[src/rtl/uart_pkg.sv]
// Shared definitions for the APB UART transmitter: register offsets,
// CR/SR bit positions and the transmit FSM state encoding.
package uart_pkg;

  localparam int unsigned BRR_W = 16;
  localparam int unsigned DATA_W = 8;

  // Register word offsets, decoded from PADDR[3:2]
  localparam logic [1:0] REG_CR  = 2'd0;
  localparam logic [1:0] REG_SR  = 2'd1;
  localparam logic [1:0] REG_TDR = 2'd2;
  localparam logic [1:0] REG_BRR = 2'd3;

  localparam int unsigned CR_EN  = 0;
  localparam int unsigned CR_PEN = 1;

  localparam int unsigned SR_FULL  = 0;
  localparam int unsigned SR_EMPTY = 1;
  localparam int unsigned SR_BUSY  = 2;
  localparam int unsigned SR_OVR   = 3;

  typedef enum logic [2:0] {
    ST_IDLE   = 3'd0,
    ST_START  = 3'd1,
    ST_DATA   = 3'd2,
    ST_PARITY = 3'd3,
    ST_STOP   = 3'd4
  } tx_state_e;

  function automatic logic even_parity(input logic [DATA_W-1:0] d);
    return ^d;
  endfunction

endpackage

[src/rtl/uart_tx_fifo.sv]
// Synchronous TX byte FIFO; a push on a full FIFO is accepted only when a
// pop happens in the same cycle.
module uart_tx_fifo #(
  parameter int unsigned DEPTH = 4,
  parameter int unsigned WIDTH = 8
) (
  input  logic                     clk,
  input  logic                     rst_n,
  input  logic                     push_i,
  input  logic [WIDTH-1:0]         wdata_i,
  input  logic                     pop_i,
  output logic [WIDTH-1:0]         rdata_o,
  output logic                     full_o,
  output logic                     empty_o,
  output logic [$clog2(DEPTH):0]   count_o
);

  localparam int unsigned AW = $clog2(DEPTH);
  localparam int unsigned CW = AW + 1;

  logic [AW-1:0]    wr_ptr_q, rd_ptr_q;
  logic [CW-1:0]    count_q;
  logic [WIDTH-1:0] mem_q [DEPTH];
  logic             do_push, do_pop;

  assign full_o  = (count_q == CW'(DEPTH));
  assign empty_o = (count_q == '0);
  assign count_o = count_q;
  assign rdata_o = mem_q[rd_ptr_q];

  assign do_pop  = pop_i & ~empty_o;
  assign do_push = push_i & (~full_o | do_pop);

  always_ff @(posedge clk or negedge rst_n) begin
    if (!rst_n) begin
      wr_ptr_q <= '0;
      rd_ptr_q <= '0;
      count_q  <= '0;
    end else begin
      if (do_push) wr_ptr_q <= wr_ptr_q + AW'(1);
      if (do_pop)  rd_ptr_q <= rd_ptr_q + AW'(1);
      case ({do_push, do_pop})
        2'b10:   count_q <= count_q + CW'(1);
        2'b01:   count_q <= count_q - CW'(1);
        default: count_q <= count_q;
      endcase
    end
  end

  // Storage needs no reset; empty/full come from the counter
  always_ff @(posedge clk) begin
    if (do_push) mem_q[wr_ptr_q] <= wdata_i;
  end

endmodule

[src/rtl/apb_uart_tx.sv]
// APB-programmed UART transmitter with a TX FIFO and programmable baud divisor.
// Define UART_TX_PARITY_EN to add the even-parity bit (CR.PEN, PARITY state).
module apb_uart_tx
  import uart_pkg::*;
#(
  parameter int unsigned FIFO_DEPTH = 4,
  parameter logic [31:0] BRR_RST    = 32'd433
) (
  input  logic        PCLK,
  input  logic        PRESET,
  input  logic [3:0]  PADDR,
  input  logic        PWRITE,
  input  logic        PSEL,
  input  logic        PENABLE,
  input  logic [31:0] PWDATA,
  output logic [31:0] PRDATA,
  output logic        PREADY,
  output logic        tx,
  output logic        tx_irq
);

  localparam int unsigned CNT_W = $clog2(FIFO_DEPTH) + 1;

  logic              en_q, ovr_q;
  logic [BRR_W-1:0]  brr_q;
  logic              wr_acc, cr_wr, sr_wr, tdr_wr, brr_wr;
  logic              fifo_push, fifo_pop, fifo_full, fifo_empty;
  logic [DATA_W-1:0] fifo_rdata;
  logic [CNT_W-1:0]  fifo_count;
  logic [3:0]        sr;
  logic              busy, ovr_set, launch, bit_end, frame_go;
  logic              unused_bits;

  tx_state_e         state_q, state_d;
  logic [BRR_W-1:0]  baud_q, baud_d, div_q, div_d;
  logic [2:0]        bit_q, bit_d;
  logic [DATA_W-1:0] shift_q, shift_d;
  logic              tx_q, tx_d;
`ifdef UART_TX_PARITY_EN
  logic              pen_q, pen_lat_q, pen_lat_d, par_q, par_d;
`endif

  assign PREADY = PSEL & PENABLE;
  assign wr_acc = PSEL & PENABLE & PWRITE;
  assign cr_wr  = wr_acc & (PADDR[3:2] == REG_CR);
  assign sr_wr  = wr_acc & (PADDR[3:2] == REG_SR);
  assign tdr_wr = wr_acc & (PADDR[3:2] == REG_TDR);
  assign brr_wr = wr_acc & (PADDR[3:2] == REG_BRR);

  assign unused_bits = ^{PADDR[1:0], PWDATA[31:16], fifo_count};

  assign busy      = (state_q != ST_IDLE);
  assign fifo_push = tdr_wr;
  assign ovr_set   = tdr_wr & fifo_full & ~fifo_pop;
  assign tx        = tx_q;
  assign tx_irq    = en_q & fifo_empty & ~busy;

  uart_tx_fifo #(
    .DEPTH (FIFO_DEPTH),
    .WIDTH (DATA_W)
  ) u_fifo (
    .clk     (PCLK),
    .rst_n   (PRESET),
    .push_i  (fifo_push),
    .wdata_i (PWDATA[DATA_W-1:0]),
    .pop_i   (fifo_pop),
    .rdata_o (fifo_rdata),
    .full_o  (fifo_full),
    .empty_o (fifo_empty),
    .count_o (fifo_count)
  );

  always_comb begin
    sr           = '0;
    sr[SR_FULL]  = fifo_full;
    sr[SR_EMPTY] = fifo_empty;
    sr[SR_BUSY]  = busy;
    sr[SR_OVR]   = ovr_q;
  end

  // Read mux follows PADDR directly; TDR and unused bits read as zero
  always_comb begin
    PRDATA = '0;
    case (PADDR[3:2])
      REG_CR: begin
        PRDATA[CR_EN] = en_q;
`ifdef UART_TX_PARITY_EN
        PRDATA[CR_PEN] = pen_q;
`endif
      end
      REG_SR:  PRDATA[3:0] = sr;
      REG_BRR: PRDATA[BRR_W-1:0] = brr_q;
      default: PRDATA = '0;
    endcase
  end

  always_ff @(posedge PCLK or negedge PRESET) begin
    if (!PRESET) begin
      en_q  <= 1'b0;
      ovr_q <= 1'b0;
      brr_q <= BRR_RST[BRR_W-1:0];
`ifdef UART_TX_PARITY_EN
      pen_q <= 1'b0;
`endif
    end else begin
      if (cr_wr) begin
        en_q <= PWDATA[CR_EN];
`ifdef UART_TX_PARITY_EN
        pen_q <= PWDATA[CR_PEN];
`endif
      end
      if (brr_wr) brr_q <= PWDATA[BRR_W-1:0];
      if (ovr_set) ovr_q <= 1'b1;
      else if (sr_wr && PWDATA[SR_OVR]) ovr_q <= 1'b0;
    end
  end

  assign frame_go = en_q & ~fifo_empty;
  assign bit_end  = (baud_q == div_q);

  // Next-state logic; tx_d is the line level for the state being entered
  always_comb begin
    state_d  = state_q;
    baud_d   = baud_q;
    div_d    = div_q;
    bit_d    = bit_q;
    shift_d  = shift_q;
    tx_d     = tx_q;
    fifo_pop = 1'b0;
    launch   = 1'b0;
`ifdef UART_TX_PARITY_EN
    pen_lat_d = pen_lat_q;
    par_d     = par_q;
`endif

    if (busy) baud_d = bit_end ? '0 : baud_q + BRR_W'(1);

    case (state_q)
      ST_IDLE: begin
        tx_d = 1'b1;
        if (frame_go) launch = 1'b1;
      end
      ST_START: begin
        if (bit_end) begin
          state_d = ST_DATA;
          bit_d   = '0;
          tx_d    = shift_q[0];
        end
      end
      ST_DATA: begin
        if (bit_end) begin
          if (bit_q == 3'd7) begin
            state_d = ST_STOP;
            tx_d    = 1'b1;
`ifdef UART_TX_PARITY_EN
            if (pen_lat_q) begin
              state_d = ST_PARITY;
              tx_d    = par_q;
            end
`endif
          end else begin
            bit_d   = bit_q + 3'd1;
            shift_d = {1'b0, shift_q[DATA_W-1:1]};
            tx_d    = shift_q[1];
          end
        end
      end
`ifdef UART_TX_PARITY_EN
      ST_PARITY: begin
        if (bit_end) begin
          state_d = ST_STOP;
          tx_d    = 1'b1;
        end
      end
`endif
      ST_STOP: begin
        if (bit_end) begin
          if (frame_go) launch = 1'b1;
          else          state_d = ST_IDLE;
        end
      end
      default: begin
        state_d = ST_IDLE;
        tx_d    = 1'b1;
      end
    endcase

    // Frame launch: pop a byte and freeze divisor/parity mode for this frame
    if (launch) begin
      fifo_pop = 1'b1;
      state_d  = ST_START;
      tx_d     = 1'b0;
      baud_d   = '0;
      bit_d    = '0;
      shift_d  = fifo_rdata;
      div_d    = (brr_q == '0) ? BRR_W'(1) : brr_q;
`ifdef UART_TX_PARITY_EN
      pen_lat_d = pen_q;
      par_d     = even_parity(fifo_rdata);
`endif
    end
  end

  always_ff @(posedge PCLK or negedge PRESET) begin
    if (!PRESET) begin
      state_q <= ST_IDLE;
      baud_q  <= '0;
      div_q   <= BRR_W'(1);
      bit_q   <= '0;
      shift_q <= '0;
      tx_q    <= 1'b1;
`ifdef UART_TX_PARITY_EN
      pen_lat_q <= 1'b0;
      par_q     <= 1'b0;
`endif
    end else begin
      state_q <= state_d;
      baud_q  <= baud_d;
      div_q   <= div_d;
      bit_q   <= bit_d;
      shift_q <= shift_d;
      tx_q    <= tx_d;
`ifdef UART_TX_PARITY_EN
      pen_lat_q <= pen_lat_d;
      par_q     <= par_d;
`endif
    end
  end

endmodule

[config.mk]
export PLATFORM = sky130hd
export DESIGN_NAME = apb_uart_tx
export DESIGN_NICKNAME = d
export VERILOG_FILES = /design/src/rtl/uart_pkg.sv /design/src/rtl/uart_tx_fifo.sv /design/src/rtl/apb_uart_tx.sv
export SDC_FILE = /design/constraint.sdc
export NUM_CORES = 1
export LEC_CHECK = 0
export BUFFER_PORTS_ARGS = -buffer_cell sky130_fd_sc_hd__buf_2
export CORE_MARGIN = 1.5
export CORE_UTILIZATION = 40
export CTS_BUF_LIST = sky130_fd_sc_hd__clkbuf_4 sky130_fd_sc_hd__clkbuf_8
export CTS_CLUSTER_SIZE = 28
export DETAILED_ROUTE_END_ITERATION = 7
export GPL_TIMING_DRIVEN = 0
export HOLD_SLACK_MARGIN = 0.05
export SETUP_SLACK_MARGIN = 0.05
export SLEW_MARGIN = 20
export SYNTH_ARGS = -nofsm -noshare
export SYNTH_HDL_FRONTEND = slang
export SYNTH_SLANG_ARGS = --single-unit
[constraint.sdc]
create_clock -name PCLK -period 3.6 [get_ports PCLK]
set_input_delay 0.72 -clock PCLK [delete_from_list [all_inputs] [get_ports PCLK]]
set_output_delay 0.72 -clock PCLK [all_outputs]
set_load 0.1 [all_outputs]
Yosys cells after proc, flatten, opt, wreduce, memory -nomap -nowiden
Memory sizes are Yosys's and may differ from the RTL's.
Cells that the tools add are included.
W data, S select, Z words.
{ "op_classes": {"add_sub_neg": 6, "eq_ne": 20, "n_mux": 37, "bitwise": 18, "reduce_logical": 16} }
{ "op_table": {"columns": ["cell", "count"], "rows": [
  ["$mux W16", 4],
  ["$mux W8", 4],
  ["$mux W3", 10],
  ["$ne A3 B3 Y1 const B", 6],
  ["$pmux W3 S2", 3],
  ["$add A16 B1 Y16 const B", 1],
  ["$eq A16 B16 Y1", 1],
  ["$logic_not A16 Y1", 1],
  ["$and A1 B1 Y1", 13],
  ["$mux W12", 1],
  ["$pmux W3 S4", 1],
  ["$mux W1", 11],
  ["$reduce_bool A2 Y1", 5],
  ["$eq A3 B3 Y1 const B", 3],
  ["$add A3 B1 Y3 const B", 2],
  ["$eq A2 B2 Y1 const B", 3],
  ["$logic_not A3 Y1", 2],
  ["$ne A2 B2 Y1 const B", 3],
  ["$pmux W1 S3", 2],
  ["$reduce_and A3 Y1", 2],
  ["$reduce_and A6 Y1", 1],
  ["$reduce_bool A3 Y1", 2],
  ["$add A2 B1 Y2 const B", 2],
  ["$eq A2 B1 Y1 const B", 2],
  ["9 further kinds", 12]
]} }
{ "word_totals": {"register_bits": 72, "mem_bits_rw": 32, "in_bits": 41, "output_inout_bits": 35, "mem_count": 1} }
{ "mem_list": {"columns": ["memory", "words", "word_bits", "rd", "rd_clocked_by_memory_dff", "write_ports", "line", "text"], "rows": [
  ["u_fifo.mem_q", 4, 8, 1, 0, 1, "uart_tx_fifo.sv:23", "logic [WIDTH-1:0] mem_q [DEPTH];"]
]} }

Logic depth before layout (Yosys ltp)
{ "depth": {"ltp_word": 12, "ltp_mapped": 11, "ltp_nobuf": 10} }

By module
From an unflattened synthesis, not the netlist that was laid out.
{ "unflattened": {"hier_cells": 393, "area_unflattened_um2": 4988.5} }
{ "modules_own_cells": {"columns": ["mod", "instances", "cells_each", "area_per_inst_um2", "seq_area_each_um2"], "rows": [
  ["apb_uart_tx", 1, 313, 3400.8, 1635.3],
  ["uart_tx_fifo", 1, 80, 1587.8, 1136.1]
]} }

Least setup slack after synthesis
OpenSTA, ideal clock, no wires.
{ "synth_path": {"path_kind": "input to output", "from": "in PADDR[2]", "to": "out PRDATA[0]", "t_arrival_ns": 3.156, "required_time_ns": 2.880, "path_slack_ns": -0.276, "stages": 2, "n_path_buf": 1, "cell_sequence": "clkbuf_1 o31ai_1"} }
{ "synth_between": {"elab_chain_len": 2, "word_cells_on_any_way": 4} }
{ "synth_lines": {"columns": ["element", "line", "text"], "rows": [
  ["from (decl)", "apb_uart_tx.sv:11", "input logic [3:0] PADDR,"],
  ["$eq A2 B2 Y1, or another cell as far along", "apb_uart_tx.sv:84", "case (PADDR[3:2])"],
  ["$pmux W1 S3 (*)", "apb_uart_tx.sv:84", null],
  ["to (decl)", "apb_uart_tx.sv:16", "output logic [31:0] PRDATA,"]
]} }
Mark *: on every way between the ends. The rest lies on a longest branch, timed or not.

Final worst setup path
{ "layout_path": {"from": "reg baud_q[11]", "to": "reg u_fifo.count_q[2], in the netlist u_fifo.count_o[2]"} }
{ "layout_between": {"elab_chain_len": 9, "word_cells_on_any_way": 11} }
{ "layout_lines": {"columns": ["element", "line", "text"], "rows": [
  ["from (decl)", "apb_uart_tx.sv:35", "logic [BRR_W-1:0] baud_q, baud_d, div_q, div_d;"],
  ["from (signal assigned)", "apb_uart_tx.sv:218", "baud_q <= baud_d;"],
  ["$eq A16 B16 Y1 (*)", "apb_uart_tx.sv:119", "assign bit_end = (baud_q == div_q);"],
  ["$mux W1 (*)", "apb_uart_tx.sv:177", "if (bit_end) begin"],
  ["$pmux W1 S2 (*)", "apb_uart_tx.sv:138", "case (state_q)"],
  ["$mux W1 (*)", "apb_uart_tx.sv:189", "if (launch) begin"],
  ["$and A1 B1 Y1 (*)", "uart_tx_fifo.sv:31", "assign do_pop = pop_i & ~empty_o;"],
  ["$or A1 B1 Y1", "uart_tx_fifo.sv:32", "assign do_push = push_i & (~full_o | do_pop);"],
  ["$and A1 B1 Y1", "uart_tx_fifo.sv:32", null],
  ["$eq A2 B1 Y1 or $eq A2 B2 Y1 (tied branches)", "uart_tx_fifo.sv:42", "case ({do_push, do_pop})"],
  ["$pmux W3 S2 or $reduce_bool A2 Y1 (tied branches)", null, null],
  ["to (signal assigned)", "uart_tx_fifo.sv:43", "2'b10: count_q <= count_q + CW'(1);"],
  ["to (signal assigned)", "uart_tx_fifo.sv:44", "2'b01: count_q <= count_q - CW'(1);"],
  ["to (signal assigned)", "uart_tx_fifo.sv:45", "default: count_q <= count_q;"],
  ["to (decl)", "uart_tx_fifo.sv:22", "logic [CW-1:0] count_q;"]
]} }
Marked as above.
A chain may end at the register's enable or synchronous reset.

==> flow_summary.toml <==
[routing]
post_drt_via_cell_ratio = 5.06
wl_mm = 10.4
drt-pass1-iter-count = 5
route.detailed.wl_per_inst_um = 15.8
drt_iter0_drc = 207
num_vias = 3324
drt.antenna.violating_nets = 0
route.detailed.drc = 0

[cells_and_area]
syn_to_final_growth_pct = 14.1
nNetsFinal = 533
final_cell_mix = "65 x dfrtp_1, 43 x buf_2, 37 x nand2_1, 33 x mux2_2, 32 x edfxtp_1"
drive_gt1_frac = 0.272
fin_cells = 657
ff_latch_area_um2 = 2770
fillers = 1120
multi_input_area_um2 = 2040
antenna_cells = 0
fin_util = 0.471
final_common_cell = "dfrtp_1"

[power]
seqPwrFrac = 0.464
power_density_nw_per_um2 = 657
p_int_uw = 2300
leakage_uw = 0.00247
p_sw_uw = 1430
p_comb_frac = 0.346
clkPwrFrac = 0.189
swShare = 0.382
ir_drop_mv = 0.295

[floorplan]
start_util = 0.412
die-width_um = 115
core_um2 = 12100
ios = 76
chipHeight_um = 115
rows = 40
die_area_um2 = 13100

[clocking]
htreeDepth = 3
insertion_delay_ns = 0.38
clock_sinks = 104
cts.path.max_buffers = 2
cts_tree = "done"
cts-root-buf = "clkbuf_8"
clk_pin_slew_ns = 0.11
numCtsBuffers = 9

[sta]
worst_slack_ns = 0.448
hold_slack_ns = 0.207
rsz0062_at_grt = "false"
post-route-period-util = 0.875
setup_tns_ns = 0
fin_skew_ns = 0.0164
tightest_slew_ns = 0.886
relSlewSlack = 0.405
finalHoldViolations = 0
fmax_mhz = 317
timing.final.max_slew_violations = 0
finalSetupViolations = 0
fin_crit_ns = 3.15

[synthesis]
synth_ff_type = "dfrtp_1"
synth_warnings = 0
synth_area_per_cell_um2 = 12.0
syn-cell-area_um2 = 4970
postSynthCellCount = 416
ys_types = 51
async_flop_share = 0.692
synth-seq-area-share = 0.557
synth_edf_count = 32
ys_seq_elements = 104

[global_routing]
use_met2 = 0.267
grt_usage = 0.171
grt_pass1_wl_mm = 17.2
met3_usage = 0.0201
overflow = 0
antenna_found_initial = 0
met1_usage = 0.242
grt_pass1_vias = 3290
globalRoute.busiestLayer = "met2"
grt_max_degree = 56

[critical_path]
timing.reg2reg.worst_path_depth = 11
regToRegSetupSlack_ns = 0.45
start_kind = "flop"
cp_max_fo = 10
critPathKind = "flop to flop"
cp.required_ns = 3.91
worstPathArrival_ns = 3.46
end_kind = "flop"

[run_status]
run_status = "complete, no violations"

[placed_design]
place_worst_setup_slack_ns = 0.294
place_inst = 641
portBuffers = 41
place_hpwl_mm = 7.53
gp_congestion = 0.802

[run]
max_cap_violations = 0

[hold_path]
hold_class = "input port to asynchronous set/reset pin"
synthesized netlist by cell type, drive strengths merged, types with 10 or more instances:
library cell	number	area, um2
dfrtp	65	1630
and3	17	106
clkbuf	16	60.1
o21ai	14	70.1
nand2	37	139
buf	20	139
mux2	33	372
xnor2	10	87.6
xor2	19	166
nor2	26	97.6
a21oi	14	70.1
edfxtp	32	961
power groups by stage:
stage / Combinational [uW] / Sequential, uW / Clock [uW]
after global placement: 1260 / 1750 / 0
after global routing: 1420 / 1780 / 765
after floorplan: 1030 / 1720 / 0
final: 1290 / 1730 / 706
after detailed placement: 1290 / 1760 / 0
after CTS: 1300 / 1740 / 726
sequential cells by signal (all words and copies together), names as in the netlist:
| name | count |
|---|---|
| u_fifo.mem_q | 32 |
| baud_q | 16 |
| brr_q | 16 |
| div_q | 16 |
| shift_q | 8 |
| bit_q | 3 |
| state_q | 3 |
| u_fifo.count_o | 3 |
| u_fifo.rd_ptr_q | 2 |
| u_fifo.wr_ptr_q | 2 |
| en_q | 1 |
| ovr_q | 1 |
| tx | 1 |
worst paths after layout:
| check | startpoint | end |
|---|---|---|
| worst max-delay path | baud_q[11]$_DFFE_PN0P_ | u_fifo.count_o[2]$_DFFE_PN0P_ |
| worst max register to register | baud_q[11]$_DFFE_PN0P_ | u_fifo.count_o[2]$_DFFE_PN0P_ |
| max in group asynchronous | PRESET | brr_q[7]$_DFFE_PN1P_ |
| worst min-delay path | PRESET | bit_q[0]$_DFFE_PN0P_ |
| min in group PCLK | div_q[0]$_DFFE_PN1P_ | div_q[0]$_DFFE_PN1P_ |
| worst min register to register | div_q[0]$_DFFE_PN1P_ | div_q[0]$_DFFE_PN1P_ |
repair_timing:
item                                    CTS  global route
endpoints found under the setup margin    0             1
hold buffers                              0             0
resized for setup                         0             1
buffers inserted                          0             0
critical path, cell delays in order, from the launching register on:
cell and delay (ns):
dfrtp_1 0.45, xor2_1 0.18, nor4_2 0.35, nand4_2 0.33
a21oi_2 0.42, buf_2 0.34, nand2_1 0.12, fa_1 0.41
nand3_1 0.08, a21oi_1 0.05, a31oi_1 0.22, xnor2_1 0.14
logic make-up (layout without fill, tap and decap cells):
group                    after synthesis  in the layout  share of synthesized area
AO/OA/AOI/OAI                         56             56                     0.0719
AND/OR/NAND/NOR                      130            130                      0.136
buffers and inverters                 45            103                     0.0468
XOR/XNOR                              29             29                     0.0511
adder cells (fa/ha/maj)                8              8                     0.0216
flip-flops                           104            104                      0.557
other                                  1             16                   0.000754
multiplexers                          43             43                      0.115
final cells by class:
class                   instances  area share
flip-flops and latches        104       0.488
multi-input cells             282       0.359
repair buffers                 42      0.0414
well taps                     168      0.0370
plain buffers                  36      0.0350
clock buffers                  10      0.0242
clock inverters                 6     0.00881
inverters                       9     0.00595
metal layers:
metal | vias to the layer above | share of wire | wire, um
met4 | 0 | 0.017 | 173
met1 | 1642 | 0.48 | 5020
li1 | 1593 | - | -
met5 | - | 0 | 0
met3 | 11 | 0.041 | 426
met2 | 78 | 0.46 | 4770
stage by stage:
stage,total power [uW],area [um2]
final,3730,5680
after global placement,3010,5460
after floorplan,2750,5040
after CTS,3760,5670
after global routing,3970,5680
after detailed placement,3060,5490
No activity file was read; power rests on OpenSTA's default activity.
